===== config.mk =====
export PLATFORM = sky130hd
export DESIGN_NAME = fetch_unit
export DESIGN_NICKNAME = d
export VERILOG_FILES = /design/src/rtl/fetch_unit.sv
export SDC_FILE = /design/constraint.sdc
export NUM_CORES = 1
export LEC_CHECK = 0
export ABC_AREA = 1
export BUFFER_PORTS_ARGS = -buffer_cell sky130_fd_sc_hd__buf_2
export CAP_MARGIN = 20
export CORE_UTILIZATION = 55
export CTS_CLUSTER_DIAMETER = 150
export DETAILED_ROUTE_END_ITERATION = 16
export PLACE_DENSITY = 0.85
export SYNTH_ARGS = -nofsm -noshare
export SYNTH_HDL_FRONTEND = slang
export SYNTH_SLANG_ARGS = --single-unit

===== constraint.sdc =====
create_clock -name CLK -period 3.2 [get_ports CLK]
set_clock_uncertainty 0.05 [all_clocks]
set_input_delay 0.16 -clock CLK [delete_from_list [all_inputs] [get_ports CLK]]
set_output_delay 0.16 -clock CLK [all_outputs]
set_load 0.02 [all_outputs]

===== src/rtl/fetch_unit.sv =====
// Instruction fetch stage: owns the PC, drives the instruction-memory read,
// buffers one instruction across downstream stalls and counts deliveries.
module fetch_unit #(
    parameter logic [31:0] PC_INIT = 32'h0000_0000,
    parameter int          CNT_W   = 32
) (
    input  logic             CLK,
    input  logic             nRST,
    input  logic             ihit,
    input  logic [31:0]      iload,
    output logic             iREN,
    output logic [31:0]      iaddr,
    input  logic             stall,
    input  logic             redirect,
    input  logic [31:0]      redirect_pc,
    input  logic             halt,
    output logic [31:0]      instr,
    output logic [31:0]      npc,
    output logic             ifid_en,
    output logic             ifid_flush,
    output logic [CNT_W-1:0] fetch_count
);

    typedef enum logic [1:0] {FETCH, HOLD, HALTED} state_t;

    state_t      state, state_next;
    logic [31:0] pc, pc_next;
    logic [31:0] hold_instr, hold_next;
    logic        count_inc;

    assign iaddr = pc;
    assign npc   = pc + 32'd4;

    // NOTE: every output and next-state signal gets a default before the case,
    // so no path through this block can leave one unassigned and infer a latch.
    always_comb begin
        state_next = state;
        pc_next    = pc;
        hold_next  = hold_instr;
        count_inc  = 1'b0;
        iREN       = 1'b0;
        instr      = iload;
        ifid_en    = 1'b0;
        ifid_flush = 1'b0;

        case (state)
            FETCH: begin
                iREN = 1'b1;
                if (ihit && !stall) begin
                    ifid_en   = 1'b1;
                    pc_next   = pc + 32'd4;
                    count_inc = 1'b1;
                end else if (ihit && stall) begin
                    hold_next  = iload;
                    state_next = HOLD;
                end else if (!stall) begin
                    ifid_en    = 1'b1;
                    ifid_flush = 1'b1;
                end
            end
            HOLD: begin
                instr = hold_instr;
                if (!stall) begin
                    ifid_en    = 1'b1;
                    pc_next    = pc + 32'd4;
                    count_inc  = 1'b1;
                    state_next = FETCH;
                end
            end
            default: ;
        endcase

        // Halt and redirect override whatever the normal fetch/hold path chose.
        if (state != HALTED) begin
            if (halt) begin
                ifid_en    = 1'b1;
                ifid_flush = 1'b1;
                pc_next    = pc;
                hold_next  = hold_instr;
                count_inc  = 1'b0;
                state_next = HALTED;
            end else if (redirect) begin
                ifid_en    = 1'b1;
                ifid_flush = 1'b1;
                pc_next    = {redirect_pc[31:2], 2'b00};
                hold_next  = hold_instr;
                count_inc  = 1'b0;
                state_next = FETCH;
            end
        end
    end

    // NOTE: sequential state uses non-blocking assignments so every register
    // samples the pre-edge values, independent of statement order.
    always_ff @(posedge CLK or negedge nRST) begin
        if (!nRST) begin
            state       <= FETCH;
            pc          <= PC_INIT;
            hold_instr  <= '0;
            fetch_count <= '0;
        end else begin
            state      <= state_next;
            pc         <= pc_next;
            hold_instr <= hold_next;
            if (count_inc) fetch_count <= fetch_count + CNT_W'(1);
        end
    end

endmodule


After elaboration in Yosys (flattened, before gate mapping)
Index checks and enable logic that the tools add are counted.
{"block": "word_totals", "regBits": 98, "inputBits": 70}
{"block": "classes", "addsub": 2, "n_eq_ne": 4, "mux": 38, "n_reduce_logical": 5}
{"operator": "$mux 32", "count": 12}
{"operator": "$pmux 32 s2", "count": 1}
{"operator": "$add 32x1->32 const B", "count": 1}
{"operator": "$add 32x3->32 const B", "count": 1}
{"operator": "$mux 1", "count": 16}
{"operator": "$mux 2", "count": 6}
{"operator": "$ne 2x2->1 const B", "count": 3}
{"operator": "$pmux 1 s2", "count": 2}
{"operator": "$pmux 2 s2", "count": 1}
{"operator": "$eq 2x1->1 const B", "count": 1}
{"operator": "$logic_and 1x1->1", "count": 2}
{"operator": "$logic_not 2->1", "count": 1}
{"operator": "$reduce_and 2->1", "count": 1}
{"operator": "$logic_not 1->1", "count": 1}

Longest topological paths before layout
{"block": "logic_depth", "ltp_word": 7, "ltp_mapped": 11, "mapped_depth_nobuf": 11}

Worst setup path before layout
No wires, ideal clock.
{"block": "synth_path", "path_type": "register to register", "from": "register pc[2] (netlist: iaddr[2])", "to": "register pc[24] (netlist: iaddr[24])", "t_arrival_ns": 1.765, "required_time_ns": 3.026, "path_slack_ns": 1.261, "stages_incl_launch_ff": 11, "synth_period_minus_slack_ns": 1.939, "cell_sequence": "dfrtp_1 ha_1 nand3_1 nor2_2 nand2_1 clkinv_1 nand3_1 nand2_1 nand2_1 nor2_1 o21ai_1"}
{"block": "synth_via", "elab_chain_len": 6, "elab_cells_between_ends": 7, "cone_classes": "add/sub: 1; mux: 6"}
{"item": "start, declared", "line": "27", "source": "logic [31:0] pc, pc_next;"}
{"item": "start signal, assigned", "line": "103", "source": "pc <= pc_next;"}
{"item": "$add 32x3->32 (*)"}
{"item": "via npc[24]", "line": "18", "source": "output logic [31:0] npc,"}
{"item": "$mux 32, on equally long branches", "line": "63, 49"}
{"item": "$pmux 32 s2 (*)", "line": "46", "source": "case (state)"}
{"item": "$mux 32", "line": "82", "source": "end else if (redirect) begin"}
{"item": "$mux 32", "line": "75", "source": "if (halt) begin"}
{"item": "$mux 32 (*)", "line": "74", "source": "if (state != HALTED) begin"}
Mark *: on every way through the listed nets, which the timed path passes. The rest lies on a longest branch. The select of a mux whose other input is x is not followed.
A chain may end at the register's enable or synchronous reset.

Worst setup path after layout
{"block": "layout_path", "from": "register pc[2] (netlist: iaddr[2])", "to": "output npc[18]"}
{"block": "layout_via", "elab_chain_len": 1}
{"item": "$add 32x3->32", "line": "32", "source": "assign npc = pc + 32'd4;"}
{"item": "end, declared", "line": "18"}
No other way between the ends.

==> results.toml <==
[run_status]
run_status = "finished, final reports clean"

[yosys]
synth_warnings = 0
synth.area.mux_share_pct = 0
yosysTopAreaCellShare_pct = 38.21
ys.flop_type = "sky130_fd_sc_hd__dfrtp_1"
mappedNetlistArea_um2 = 6287
synth_compound_gate_area_share_pct = 11.12
yosys.area_share.xor_xnor_pct = 5.692
synth.top_cells.by_area = "sky130_fd_sc_hd__dfrtp_1, sky130_fd_sc_hd__nand2_1, sky130_fd_sc_hd__nor2_1"
ys_ff_latch = 96
synth_cell_type_count = 36
synth-edff-count = 0
synth_adder_area_share_pct = 0.3980
synthSimpleGateAreaFrac_pct = 35.60
netlist_instances = 949
synth_top_family_by_area = "simple AND/OR/NAND/NOR gates"
async_reset_ff_share_pct = 100.0
synth_top_area_cell = "sky130_fd_sc_hd__dfrtp_1"
synth_seq_area_share_pct = 38.21
syn-mean-instance-area_um2 = 6.625

[flow_run]
maxCapViolations = 0

[sta]
period_share_pct = 81.67
timing_hold_violations_final = 0
max-slew-margin-rel_pct = 53.97
max_slew.worst_pin.slew_ns = 0.6833
finalSetupTns_ns = 0
grt_setup_unrepaired = "no"
final-max-slew-violation-count = 0
clock.fmax_mhz = 382.6
final_period_minus_worst_setup_slack_ns = 2.613
setup_violations = 0

[clock_tree]
post_cts_resized = 0
clock_pin_slew_on_the_worst_setup_and_hold_paths_ns = 0.07
cts.root.buffer_cell = "sky130_fd_sc_hd__clkbuf_16"
cts_htree_levels = 3
tritoncts.num_buffers = 9
cts_buffer_depth = 2
clock-sinks = 96
clkLatencyLatePin_ns = 0.35
tritoncts = "yes"

[critical_path]
crit_path_max_incr_delay_ns = 0.56
critical_path.endpoint_type = "primary output"
cp_max_fo = 9
timing.critical_path.from_type = "flop"
timing.critical_path.slowest_stage_cell = "sky130_fd_sc_hd__dfrtp_1"
timing.setup.critical_path_class = "reg2out"
worst_ep_required_time_ns = 2.99
crit_path_cell_trace = "ha_1, nand2_1, nor2_1, nand2_1, nor2_1, xor2_1, inv_1, buf_2"
critical_path_arrival_ns = 2.40

[floorplanning]
dieHeight_um = 108.9
placement_rows = 38
die_width_um = 108.9
floorplan.die_area_um2 = 11860
ioPinCount = 201
start_util_pct = 57.25
core_area_um2 = 10980

[routing]
drc = 0
number_of_vias_in_the_routed_layout = 6709
drt_iter0_markers = 591
detail_route.vias_per_cell = 5.237
wl_per_cell_um = 13.77
detailedRoute.firstPassIterationCount = 7
wl_um = 17640
antenna_violating_nets_post_route = 0

[place]
postPlaceCellArea_um2 = 7347
io_buffer_count = 194
dpl.cell_count = 1263
place_congestion = 0.9470
place_hpwl_um = 13280

[grt]
globalRouteTotalUtil_pct = 30.43
grt_overflow = 0
grt_max_degree = 65
first_global_vias = 5954
grt_antenna_before_repair = 2
grt_first_pass_wirelength_um = 27930

[cells_and_area]
drive_above_1_share_pct = 20.86
fillCellCount = 947
finalInstanceArea_um2 = 7685
antenna_cells_inserted = 0
final_cell_count_no_fill = 1281
layout-area-overhead-vs-synth_pct = 22.23
layout.nets = 1208

[pwr]
finalPower_uw = 6352
power-per-cell-area_nw_per_um2 = 826.5
cellLeakagePower_uw = 0.004160
ir_drop_mv = 0.6144

[min_path]
timing.hold.worst.class = "in2reg"
synth_stat cells, types with 2 or more instances:
| cell type | count |
|---|---|
| sky130_fd_sc_hd__a21oi_1 | 57 |
| sky130_fd_sc_hd__nor2_1 | 120 |
| sky130_fd_sc_hd__o22ai_1 | 5 |
| sky130_fd_sc_hd__nor3_2 | 2 |
| sky130_fd_sc_hd__xnor2_1 | 9 |
| sky130_fd_sc_hd__and2_1 | 9 |
| sky130_fd_sc_hd__nand3b_1 | 4 |
| sky130_fd_sc_hd__inv_2 | 4 |
| sky130_fd_sc_hd__o31ai_1 | 2 |
| sky130_fd_sc_hd__inv_1 | 109 |
| sky130_fd_sc_hd__nor2_4 | 5 |
| sky130_fd_sc_hd__nor3_1 | 16 |
| sky130_fd_sc_hd__dfrtp_1 | 96 |
| sky130_fd_sc_hd__ha_1 | 2 |
| sky130_fd_sc_hd__nand2_2 | 3 |
| sky130_fd_sc_hd__o21ai_1 | 5 |
| sky130_fd_sc_hd__nand2_1 | 324 |
| sky130_fd_sc_hd__buf_2 | 10 |
| sky130_fd_sc_hd__o21ai_0 | 61 |
| sky130_fd_sc_hd__nand4_1 | 8 |
| sky130_fd_sc_hd__buf_4 | 5 |
| sky130_fd_sc_hd__clkbuf_1 | 12 |
| sky130_fd_sc_hd__o211ai_1 | 2 |
| sky130_fd_sc_hd__nand3_1 | 36 |
| sky130_fd_sc_hd__nor2_2 | 3 |
| sky130_fd_sc_hd__xor2_1 | 30 |
placed cells by master (no fill, tap or decap), drive strengths merged:
master and count:
xor2 31, o21a 1, nand3 37, clkinvlp 2
nand2 328, nand3b 4, dlygate4sd3 1, a21o 1
o31ai 2, o211ai 2, and2 9, a22oi 1
clkinv 3, xnor2 9, buf 199, o21ai 66
inv 113, dfrtp 96, nor2 129, a21oi 57
nand4 9, bufinv 1, clkbuf 11, nor3 18
o22ai 5, ha 2, conb 4
worst paths after layout:
path / slack [ns] / from / cells past startpoint / endpoint
hold / removal: 0.007 / redirect_pc[17] / 3 / iaddr[17]
min in group asynchronous: 0.34 / nRST / 2 / iaddr[7]
max in group asynchronous: 1.98 / nRST / 3 / hold_instr[29]
setup / recovery: 0.59 / iaddr[2] / 8 / npc[18]
setup reg to reg: 0.98 / iaddr[2] / 9 / iaddr[18]
hold reg to reg: 0.44 / hold_instr[23] / 2 / hold_instr[23]
logic make-up after synthesis:
kind of cell,after synthesis
simple gates,534
buf+inv,141
compound gates,135
flops,96
xor+xnor,40
fa+ha+maj,2
other cells,1
repair_timing:
action | in CTS | in global routing
hold buffers | 1 | 0
endpoints found under the hold margin | 50 | 0
setup buffers | 0 | 0
worst max-delay path, delay by kind of cell, from the launching register on:
family,cells,cell delay [ns]
simple gates,4,0.75
fa+ha+maj,1,0.27
buf+inv,2,0.25
flops,1,0.56
xor+xnor,1,0.23
per-stage QoR:
step	setup slack (ns)	utilization [%]	hold WS, ns
floorplan	1.261	-	-0.1856
finish	0.5866	69.97	0.006689
global placement	1.098	66.89	0.2034
CTS	0.6879	69.79	0.002014
detailed placement	1.058	66.89	0.2053
global route	0.5473	69.97	0.01014
state kept, by name, indices dropped and copies added, names as in the netlist:
signal,flops
fetch_count,32
iaddr,30
state,2
hold_instr,32
metal layers:
metal / routed length, µm / vias to the layer above / part of all wire (%) / track usage (%)
li1: - / 3333 / - / -
met1: 7415 / 3013 / 42 / 39.36
met2: 8212 / 304 / 47 / 49.01
met3: 1408 / 55 / 8.0 / 6.635
met4: 582 / 4 / 3.3 / 13.13
met5: 24 / - / 0.14 / 0
where the power goes:
group	switching, µW	total (µW)	internal (µW)
combinational	2080	3080	1000
sequential	526	2150	1620
clock	482	1130	646
total	3080	6350	3270
layout make-up:
class                      count  area (µm²)  share of cell area (%)
multi-input combinational    715        3338                   43.44
timing repair buffer         200        1033                   13.45
inverter                     114       427.9                   5.568
sequential                    96        2402                   31.26
tap                          140       175.2                   2.279
clock inverter                 5       55.05                  0.7164
clock buffer                  11       252.7                   3.289
Power figures use the tool's default switching activity.
